## src/rtl/adc_conf_pkg.sv

```systemverilog
// rtl/adc_conf_pkg.sv - shared op codes, register map and state types for the ADC SPI config engine
package adc_conf_pkg;

  // Operation codes presented by the DCM/ADC sync sequencer on op_ADC
  localparam logic [2:0] OP_NONE = 3'b000;
  localparam logic [2:0] OP_FCO  = 3'b001;
  localparam logic [2:0] OP_DCO  = 3'b010;
  localparam logic [2:0] OP_RAMP = 3'b011;
  localparam logic [2:0] OP_END  = 3'b100;
  localparam logic [2:0] OP_NORM = 3'b101;
  localparam logic [2:0] OP_DEL  = 3'b110;

  // ADC register addresses
  localparam logic [12:0] REG_TESTIO = 13'h00D;
  localparam logic [12:0] REG_DELAY  = 13'h017;
  localparam logic [12:0] REG_XFER   = 13'h0FF;

  // Test-pattern register values and the transfer-register commit value
  localparam logic [7:0] TP_DCO      = 8'h09;
  localparam logic [7:0] TP_FCO      = 8'h0A;
  localparam logic [7:0] TP_RAMP     = 8'h0F;
  localparam logic [7:0] TP_NORM     = 8'h00;
  localparam logic [7:0] XFER_COMMIT = 8'h01;

  typedef enum logic [2:0] {
    ST_IDLE,
    ST_LOAD,
    ST_SHIFT,
    ST_GAP,
    ST_COMMIT_LOAD,
    ST_DONE
  } conf_state_e;

  typedef enum logic [2:0] {
    SH_IDLE,
    SH_LOW,
    SH_HIGH,
    SH_TAIL,
    SH_GAP
  } sh_phase_e;

  typedef struct packed {
    logic        traffic;
    logic [12:0] addr;
    logic [7:0]  data;
  } op_write_t;

  // Map a sequencer op to its single register write; ops without a write clear traffic
  function automatic op_write_t decode_op(input logic [2:0] op, input logic [7:0] delay_val);
    op_write_t w;
    w.traffic = 1'b1;
    w.addr    = REG_TESTIO;
    w.data    = TP_NORM;
    case (op)
      OP_DEL: begin
        w.addr = REG_DELAY;
        w.data = delay_val;
      end
      OP_DCO:  w.data = TP_DCO;
      OP_FCO:  w.data = TP_FCO;
      OP_RAMP: w.data = TP_RAMP;
      OP_NORM: w.data = TP_NORM;
      default: w.traffic = 1'b0;
    endcase
    return w;
  endfunction

  // Write frame: R/W=0, byte-count=00, 13-bit address, 8-bit data
  function automatic logic [23:0] spi_frame(input logic [12:0] addr, input logic [7:0] data);
    return {3'b000, addr, data};
  endfunction

endpackage

```

## src/rtl/adc_spi_shifter.sv

```systemverilog
// rtl/adc_spi_shifter.sv - 24-bit SPI frame serializer with csb framing and inter-frame gap
module adc_spi_shifter
  import adc_conf_pkg::*;
#(
  parameter int CLK_DIV = 4,
  parameter int CSB_GAP = 8
) (
  input  logic        clk,
  input  logic        rst,
  input  logic        start,
  input  logic [23:0] word,
  output logic        csb,
  output logic        sclk,
  output logic        sdio,
  output logic        in_gap,
  output logic        done
);

  localparam logic [7:0] DIV_LAST = 8'(CLK_DIV - 1);
  localparam logic [7:0] GAP_LAST = 8'(CSB_GAP - 1);
  localparam logic [4:0] BIT_LAST = 5'd23;

  sh_phase_e   phase, phase_n;
  logic [7:0]  div_cnt, div_n;
  logic [7:0]  gap_cnt, gap_n;
  logic [4:0]  bit_cnt, bit_n;
  logic [23:0] shreg, shreg_n;
  logic        csb_n, sclk_n, sdio_n, done_n;
  logic        div_wrap;

  // Register the serializer phase, counters and the SPI pins themselves
  always_ff @(posedge clk) begin
    if (rst) begin
      phase   <= SH_IDLE;
      div_cnt <= 8'd0;
      gap_cnt <= 8'd0;
      bit_cnt <= 5'd0;
      shreg   <= 24'd0;
      csb     <= 1'b1;
      sclk    <= 1'b0;
      sdio    <= 1'b0;
      done    <= 1'b0;
    end else begin
      phase   <= phase_n;
      div_cnt <= div_n;
      gap_cnt <= gap_n;
      bit_cnt <= bit_n;
      shreg   <= shreg_n;
      csb     <= csb_n;
      sclk    <= sclk_n;
      sdio    <= sdio_n;
      done    <= done_n;
    end
  end

  // Each bit is CLK_DIV cycles of sclk low (data set up) then CLK_DIV cycles high
  always_comb begin
    phase_n  = phase;
    div_n    = div_cnt;
    gap_n    = gap_cnt;
    bit_n    = bit_cnt;
    shreg_n  = shreg;
    csb_n    = csb;
    sclk_n   = sclk;
    sdio_n   = sdio;
    done_n   = 1'b0;
    div_wrap = (div_cnt == DIV_LAST);
    case (phase)
      SH_IDLE: begin
        if (start) begin
          csb_n   = 1'b0;
          sclk_n  = 1'b0;
          sdio_n  = word[23];
          shreg_n = {word[22:0], 1'b0};
          div_n   = 8'd0;
          bit_n   = 5'd0;
          phase_n = SH_LOW;
        end
      end
      SH_LOW: begin
        div_n = div_cnt + 8'd1;
        if (div_wrap) begin
          div_n   = 8'd0;
          sclk_n  = 1'b1;
          phase_n = SH_HIGH;
        end
      end
      SH_HIGH: begin
        div_n = div_cnt + 8'd1;
        if (div_wrap) begin
          div_n  = 8'd0;
          sclk_n = 1'b0;
          if (bit_cnt == BIT_LAST) begin
            phase_n = SH_TAIL;
          end else begin
            bit_n   = bit_cnt + 5'd1;
            sdio_n  = shreg[23];
            shreg_n = {shreg[22:0], 1'b0};
            phase_n = SH_LOW;
          end
        end
      end
      SH_TAIL: begin
        div_n = div_cnt + 8'd1;
        if (div_wrap) begin
          div_n   = 8'd0;
          csb_n   = 1'b1;
          sdio_n  = 1'b0;
          gap_n   = 8'd0;
          phase_n = SH_GAP;
        end
      end
      SH_GAP: begin
        gap_n = gap_cnt + 8'd1;
        if (gap_cnt == GAP_LAST) begin
          gap_n   = 8'd0;
          done_n  = 1'b1;
          phase_n = SH_IDLE;
        end
      end
      default: phase_n = SH_IDLE;
    endcase
  end

  assign in_gap = (phase == SH_GAP);

endmodule

```

## src/rtl/adc_spi_conf_engine.sv

```systemverilog
// rtl/adc_spi_conf_engine.sv - sequencer/host arbitration and op-to-SPI-write handshake engine
module adc_spi_conf_engine
  import adc_conf_pkg::*;
#(
  parameter int         CLK_DIV   = 4,
  parameter int         CSB_GAP   = 8,
  parameter logic [7:0] DELAY_VAL = 8'h00
) (
  input  logic        clk,
  input  logic        rst,
  input  logic        init_ADCconf,
  input  logic [2:0]  op_ADC,
  input  logic        ADC_confrun,
  output logic        end_ADCconf,
  output logic        ADC_confwt,
  input  logic        host_req,
  input  logic [12:0] host_addr,
  input  logic [7:0]  host_data,
  output logic        host_ack,
  output logic        spi_csb,
  output logic        spi_sclk,
  output logic        spi_sdio,
  output logic        busy
);

  conf_state_e state, state_n;
  logic [12:0] cur_addr, cur_addr_n;
  logic [7:0]  cur_data, cur_data_n;
  logic        is_host, is_host_n;
  logic        commit, commit_n;
  logic        pend, pend_n;
  logic [2:0]  pend_op, pend_op_n;
  logic [2:0]  sel_op;
  op_write_t   dec;
  logic        sh_start;
  logic [23:0] sh_word;
  logic        sh_in_gap, sh_done;

  // Register the handshake state and the latched transaction context
  always_ff @(posedge clk) begin
    if (rst) begin
      state    <= ST_IDLE;
      cur_addr <= 13'd0;
      cur_data <= 8'd0;
      is_host  <= 1'b0;
      commit   <= 1'b0;
      pend     <= 1'b0;
      pend_op  <= 3'd0;
    end else begin
      state    <= state_n;
      cur_addr <= cur_addr_n;
      cur_data <= cur_data_n;
      is_host  <= is_host_n;
      commit   <= commit_n;
      pend     <= pend_n;
      pend_op  <= pend_op_n;
    end
  end

  // Arbitrate in IDLE (pending init, then new init, then host) and sequence write + commit
  always_comb begin
    state_n    = state;
    cur_addr_n = cur_addr;
    cur_data_n = cur_data;
    is_host_n  = is_host;
    commit_n   = commit;
    pend_n     = pend;
    pend_op_n  = pend_op;
    sh_start   = 1'b0;
    sh_word    = spi_frame(cur_addr, cur_data);
    sel_op     = pend ? pend_op : op_ADC;
    dec        = decode_op(sel_op, DELAY_VAL);

    // An init arriving while busy is parked; a second one on top of it is dropped
    if (init_ADCconf && (state != ST_IDLE) && !pend) begin
      pend_n    = 1'b1;
      pend_op_n = op_ADC;
    end

    case (state)
      ST_IDLE: begin
        if (pend || init_ADCconf) begin
          pend_n     = 1'b0;
          is_host_n  = 1'b0;
          cur_addr_n = dec.addr;
          cur_data_n = dec.data;
          state_n    = dec.traffic ? ST_LOAD : ST_DONE;
        end else if (host_req && !ADC_confrun) begin
          is_host_n  = 1'b1;
          cur_addr_n = host_addr;
          cur_data_n = host_data;
          state_n    = ST_LOAD;
        end
      end
      ST_LOAD: begin
        sh_start = 1'b1;
        commit_n = 1'b0;
        state_n  = ST_SHIFT;
      end
      ST_SHIFT: begin
        if (sh_in_gap) state_n = ST_GAP;
      end
      ST_GAP: begin
        if (sh_done) state_n = commit ? ST_DONE : ST_COMMIT_LOAD;
      end
      ST_COMMIT_LOAD: begin
        sh_start = 1'b1;
        sh_word  = spi_frame(REG_XFER, XFER_COMMIT);
        commit_n = 1'b1;
        state_n  = ST_SHIFT;
      end
      ST_DONE: state_n = ST_IDLE;
      default: state_n = ST_IDLE;
    endcase
  end

  adc_spi_shifter #(
    .CLK_DIV (CLK_DIV),
    .CSB_GAP (CSB_GAP)
  ) u_shifter (
    .clk    (clk),
    .rst    (rst),
    .start  (sh_start),
    .word   (sh_word),
    .csb    (spi_csb),
    .sclk   (spi_sclk),
    .sdio   (spi_sdio),
    .in_gap (sh_in_gap),
    .done   (sh_done)
  );

  assign end_ADCconf = (state == ST_DONE) && !is_host;
  assign host_ack    = (state == ST_DONE) && is_host;
  assign ADC_confwt  = is_host && ((state == ST_LOAD) || (state == ST_SHIFT) ||
                                   (state == ST_GAP)  || (state == ST_COMMIT_LOAD));
  assign busy        = (state != ST_IDLE) || pend;

endmodule
```

## config.mk

```make
export PLATFORM = sky130hd
export DESIGN_NAME = adc_spi_conf_engine
export DESIGN_NICKNAME = d
export VERILOG_FILES = /design/src/rtl/adc_conf_pkg.sv /design/src/rtl/adc_spi_shifter.sv /design/src/rtl/adc_spi_conf_engine.sv
export SDC_FILE = /design/constraint.sdc
export NUM_CORES = 1
export LEC_CHECK = 0
export ABC_AREA = 1
export BUFFER_PORTS_ARGS = -buffer_cell sky130_fd_sc_hd__buf_2
export CORE_AREA = 2 2 73 126
export DETAILED_ROUTE_END_ITERATION = 16
export DIE_AREA = 0 0 75 128
export PLACE_DENSITY = 0.67
export RECOVER_POWER = 25
export SYNTH_ARGS = -nofsm -noshare
export SYNTH_HDL_FRONTEND = slang
export SYNTH_SLANG_ARGS = --single-unit
```

## constraint.sdc

```tcl
create_clock -name clk -period 2.2 [get_ports clk]
set_input_delay 0.11 -clock clk [delete_from_list [all_inputs] [get_ports clk]]
set_output_delay 0.11 -clock clk [all_outputs]
set_load 0.02 [all_outputs]
```

==> results.json, run 1 <==
{
  "vias": 3595,
  "final_common_cell": "nand2_1",
  "core_area_mm2": 0.008615,
  "synthTopCellsByArea": "dfxtp_1, nand2_1, nor2_1, a21oi_1, nand3_1",
  "p_clk_share_pct": 25.7,
  "grt_pass1_wl_mm": 14.55,
  "synth_area_mm2": 0.003836,
  "die_area_mm2": 0.009600,
  "grt_overflow_total": 0,
  "ant_nets": 0,
  "setup_viol": 0,
  "initial_core_util_pct": 44.53,
  "synth_compound_area_share_pct": 16.54,
  "tritoncts.num_buffers": 9,
  "cts_tree": "yes",
  "grt_setup_unrepaired": "false",
  "muxShareOfSynthArea_pct": 0,
  "clock.fmax_mhz": 539.9,
  "timing.setup.tns_ns": 0,
  "synthAdderAreaFrac_pct": 0.9785,
  "leakage_nw": 1.819,
  "fin_crit_sh_pct": 84.19,
  "pwr-share-seq_pct": 36.4,
  "ctsRootBufferMaster": "clkbuf_16",
  "first_global_vias": 3369,
  "period_needed_ns": 1.852,
  "grt_start_max_net_pins": 43,
  "ys_seq_area_share_pct": 42.27,
  "cts_resized": 0,
  "drive_above_1_share_pct": 12.07,
  "drv_cap": 0,
  "cts_sinks": 81,
  "hold_violations": 0,
  "avgSynthCellArea_um2": 6.937,
  "drc": 0,
  "synth_seq_cells": 81,
  "status": "finished, final reports clean",
  "yosysTopAreaCell": "dfxtp_1",
  "ys_types": 37,
  "design.portCount": 36,
  "cp-end-kind": "flip-flop",
  "critPathMaxFanout": 14,
  "antenna_found_initial": 0,
  "num_rows": 45,
  "p_int_mw": 3.216,
  "synth_top_family_by_area": "simple AND/OR/NAND/NOR gates",
  "cp-start-kind": "flip-flop",
  "switching_share_pct": 40.84,
  "syn_to_final_growth_pct": 13.05,
  "ys_warn_count": 0,
  "synth-main-ff-cell": "dfxtp_1",
  "fin_nets": 615,
  "cp_slowest_cell": "dfxtp_1",
  "hpwlAfterDp_mm": 6.116,
  "crit_type": "flip-flop to flip-flop",
  "combPwrFrac_pct": 38.0,
  "dieWidth_um": 75,
  "crit_arrival_ns": 2.13,
  "finalClockSkew_ns": 0.007341,
  "finish.utilization_pct": 50.34,
  "dpl-instance-area_mm2": 0.004079,
  "grt_usage_pct": 19.50,
  "clock_path_buffers": 2,
  "synth_xor_area_share_pct": 0.6849,
  "synth_top_area_share_pct": 42.27,
  "p_switching_mw": 2.220,
  "firstDrtPassIters": 4,
  "tightest_slew_ns": 0.4751,
  "cts.clk_slew.worst_paths_ns": 0.06,
  "maxSlewHeadroom_pct": 68.33,
  "required_ns": 2.47,
  "powerDensity_mw_per_mm2": 1254,
  "routed_via_density": 5.099,
  "synth-async-reset-ratio_pct": 0,
  "fin_area_mm2": 0.004337,
  "synth_edf_count": 0,
  "syn_nets": 585,
  "h-tree-depth": 3,
  "min_path_type": "input pin to flip-flop",
  "gp_congestion": 0.8861,
  "die_y_um": 128,
  "crit_top_cell": "nand2_1",
  "io_buffers": 35,
  "wire_per_inst_um": 12.43,
  "slowest_delay_ns": 0.35,
  "clk_latency_ns": 0.34,
  "synthCells": 553,
  "drt_iter0_markers": 223,
  "slew_viol_final": 0,
  "routed_wl_mm": 8.761,
  "antennaDiodeCount": 0,
  "cts_hold_buf": 0,
  "yosys.area_share.simple_pct": 32.29,
  "cts_setup_buffers": 0,
  "total_power_mw": 5.436,
  "crit_chain": "nor2_1 -> nand2_1 -> inv_1 -> nand2_1 -> inv_2 -> nand2_1 -> inv_2 -> nand2_1 -> a31oi_1",
  "layout_common_cells": "nand2_1, nor2_1, dfxtp_1",
  "vdd_ir_drop_max_uv": 720.9
}
==> layer usage <==
layer / vias to the layer above / wire [µm] / share of wire [%] / global-route usage, %
li1: 1874 / - / - / -
met1: 1654 / 3599 / 41 / 20.64
met2: 51 / 4709 / 54 / 35.55
met3: 16 / 223 / 2.5 / 3.381
met4: 0 / 229 / 2.6 / 9.454
met5: - / 0 / 0 / 0
==> state kept, by name (all words and copies together), names as in the netlist <==
| name | cells |
|---|---|
| cur_data | 8 |
| u_shifter.sdio | 1 |
| is_host | 1 |
| commit | 1 |
| pend | 1 |
| u_shifter.csb | 1 |
| state | 3 |
| u_shifter.bit_cnt | 5 |
| u_shifter.shreg | 23 |
| pend_op | 3 |
| u_shifter.gap_cnt | 8 |
| u_shifter.done | 1 |
| cur_addr | 13 |
| u_shifter.div_cnt | 8 |
| u_shifter.sclk | 1 |
| u_shifter.phase | 3 |
==> power groups by stage <==
stage / clock network [mW] / logic (mW) / registers [mW]
6_report: 1.39 / 2.06 / 1.98
5_1_grt: 1.49 / 2.35 / 2.02
4_1_cts: 1.43 / 2.11 / 1.99
3_5_place_dp: 0 / 2.10 / 2.02
3_3_place_gp: 0 / 2.06 / 2.01
2_1_floorplan: 0 / 1.75 / 2.00
==> cell usage after synthesis (3+ instances only) <==
library cell and instances:
o21bai_1 3, o21ai_0 37, nand3_1 48, o211ai_1 4
nor3_1 9, a21oi_1 49, inv_2 8, dfxtp_1 81
inv_1 33, o21ai_1 13, nor2_1 84, buf_6 4
clkbuf_1 12, ha_1 3, buf_2 3, nand2_1 130
==> path summary, 6_finish.rpt <==
| check | start | end | slack [ns] | depth (start not counted) |
|---|---|---|---|---|
| worst max-delay path | state[0] | cur_addr[4] | 0.35 | 9 |
| worst min-delay path | host_addr[9] | cur_addr[9] | 0.01 | 3 |
| worst max register to register | state[0] | cur_addr[4] | 0.35 | 9 |
| worst min register to register | pend_op[0] | pend_op[0] | 0.45 | 2 |
==> area by class of cell <==
cell class                 instances  area [µm²]
tap                              117       146.4
fill                             884        4278
timing repair buffer              41       206.4
sequential                        81        1622
clock buffer                      10       239.0
inverter                          41       153.9
multi-input combinational        409        1927
clock inverter                     6       42.54
==> through the flow <==
step                      cells  hold slack [ns]  setup slack, ns
after floorplan             553           0.2449           0.6310
after global placement      689           0.3364           0.4923
after CTS                   705         0.006447           0.4128
after detailed placement    689           0.3674           0.4347
after global routing        705          0.01499          0.09783
final                       705          0.01180           0.3479
==> worst max-delay path: cells and delay by family, from the launching register on <==
family                 cells  cell delay, ns
and+or+nand+nor            5            0.72
buffers and inverters      3            0.56
DFF                        1            0.35
AOI/OAI and AO/OA          1            0.15
==> cells by family after synthesis <==
kind of cell | after synthesis
xor+xnor | 3
simple gates | 286
fa+ha+maj | 3
compound gates | 117
flops | 81
buf+inv | 63
(Power assumes the default switching activity.)
==> run 2, diff against run 1 <==
Settings changed: PLACE_DENSITY 0.67 to 0.69.
Clock period 2.2 ns to 1.7 ns, I/O delays scaled along.
==> results.json, run 2 (synthesis gave the netlist of run 1 again) <==
{
  "powerDensity_mw_per_mm2": 1633,
  "finish.utilization_pct": 54.57,
  "status": "finished, final reports clean",
  "timing.setup.tns_ns": 0,
  "cts.clk_slew.worst_paths_ns": 0.06,
  "total_power_mw": 7.674,
  "wire_per_inst_um": 12.29,
  "crit_chain": "ha_1 -> nand2_1 -> inv_2 -> nand3_2 -> nor2_4 -> nor2_4 -> buf_12 -> nand2_8 -> nand2_1 -> a21oi_1",
  "cp-start-kind": "flip-flop",
  "dieWidth_um": 75,
  "cp-end-kind": "flip-flop",
  "ctsRootBufferMaster": "clkbuf_16",
  "tritoncts.num_buffers": 9,
  "tightest_slew_ns": 0.4693,
  "io_buffers": 35,
  "initial_core_util_pct": 44.53,
  "syn_to_final_growth_pct": 22.54,
  "multi_input_area_mm2": 0.002007,
  "num_rows": 45,
  "clock_path_buffers": 2,
  "crit_type": "flip-flop to flip-flop",
  "finalClockSkew_ns": 0.008311,
  "seqCellArea_mm2": 0.001627,
  "reg_top3": "u_shifter.shreg: 23 flops, cur_addr: 13 flops",
  "period_needed_ns": 1.591,
  "drc": 0,
  "drt_iter0_markers": 165,
  "h-tree-depth": 3,
  "grt_pass1_wl_mm": 15.40,
  "slowest_delay_ns": 0.36,
  "drv_cap": 0,
  "first_global_vias": 3609,
  "antennaDiodeCount": 0,
  "clock.fmax_mhz": 628.4,
  "gp_congestion": 0.8573,
  "cts_sinks": 81,
  "clk_latency_ns": 0.34,
  "largest_register_ffs": 23,
  "slew_viol_final": 0,
  "ant_nets": 0,
  "critPathMaxFanout": 28,
  "grt_start_max_net_pins": 43,
  "vias": 3740,
  "fin_nets": 643,
  "fin_crit_sh_pct": 93.61,
  "crit_buf_inv": 2,
  "cp_slowest_cell": "dfxtp_2",
  "core_area_mm2": 0.008615,
  "design.portCount": 36,
  "grt_usage_pct": 20.32,
  "layout_common_cells": "nand2_1, nor2_1, dfxtp_1",
  "vdd_ir_drop_max_uv": 990.5,
  "routed_wl_mm": 9.006,
  "firstDrtPassIters": 5,
  "cts_tree": "yes",
  "hold_violations": 0,
  "grt_overflow_total": 0,
  "antenna_found_initial": 0,
  "hpwlAfterDp_mm": 6.045,
  "required_ns": 1.96,
  "leakage_nw": 1.972,
  "largest-register": "u_shifter.shreg",
  "setup_viol": 0,
  "critPathTopFamily": "simple AND/OR/NAND/NOR gates",
  "die_area_mm2": 0.009600,
  "drive_above_1_share_pct": 17.69,
  "final_common_cell": "nand2_1",
  "crit_arrival_ns": 1.85,
  "maxSlewHeadroom_pct": 68.71,
  "min_path_type": "input pin to flip-flop",
  "nFillCells": 836,
  "die_y_um": 128,
  "routed_via_density": 5.102
}
## run 2: cell count changes in the layout (fill, tap and decap cells not counted), moves of 3 or more
cell / delta
o21ai_1: +4
dfxtp_1: -4
dlygate4sd3_1: +9
buf_4: +17
nand2_1: -3
nor2_1: -3
buf_12: +3
o21ai_0: -7
nor2_4: +4
dfxtp_2: +4
o21ai_2: +3
nand2_2: +3
## run 2: timing repair
item,4_1_cts,5_1_grt
gates resized for setup,0,30
hold buffers,9,0
setup buffers,0,8
endpoints found under the setup margin,0,56
endpoints found under the hold margin,9,0
## run 2: metal layers
layer / up-vias / wire [µm] / global-route usage, %
li1: 1930 / - / -
met1: 1735 / 3786 / 23.06
met2: 66 / 4817 / 35.50
met3: 9 / 258 / 4.245
met4: 0 / 144 / 8.718
met5: - / 0 / 0
## run 2: tightest hold or removal path, delay by kind of cell
kind / cells / cell delay, ns
buffers and inverters: 1 / 0.10
AND/OR/NAND/NOR: 1 / 0.05
AO/OA/AOI/OAI: 1 / 0.05
## run 2: worst paths after layout
path         slack [ns]  depth (start not counted)                   to                  from
max                0.11                         10  u_shifter.shreg[23]  u_shifter.bit_cnt[0]
min               0.002                          3          cur_addr[5]          host_addr[5]
max reg2reg        0.11                         10  u_shifter.shreg[23]  u_shifter.bit_cnt[0]
min reg2reg        0.44                          2           pend_op[0]            pend_op[0]
## run 2: report_power, final
group	total, mW	internal, mW	switching (mW)
registers	2.60	2.32	0.275
clock network	1.80	1.03	0.770
logic	3.28	1.23	2.05
## run 2: area by class of cell
| cell class | count | area share (%) |
|---|---|---|
| inverters | 41 | 3.487 |
| repair buffers | 68 | 10.14 |
| flip-flops and latches | 81 | 34.60 |
| well taps | 117 | 3.114 |
| clock buffers | 10 | 5.084 |
| multi-input cells | 410 | 42.69 |
| clock inverters | 6 | 0.8784 |
## run 2: through the flow
step / worst slack (ns) / instance area [µm²] / hold WS [ns] / cells
CTS: 0.01140 / 4549 / 0.00008832 / 724
finish: 0.1087 / 4701 / 0.002127 / 733
global route: -0.02418 / 4701 / 0.004540 / 733
floorplan: 0.1310 / 3836 / 0.2199 / 553
detailed placement: 0.03788 / 4179 / 0.3252 / 699
global placement: 0.07950 / 4179 / 0.3278 / 699
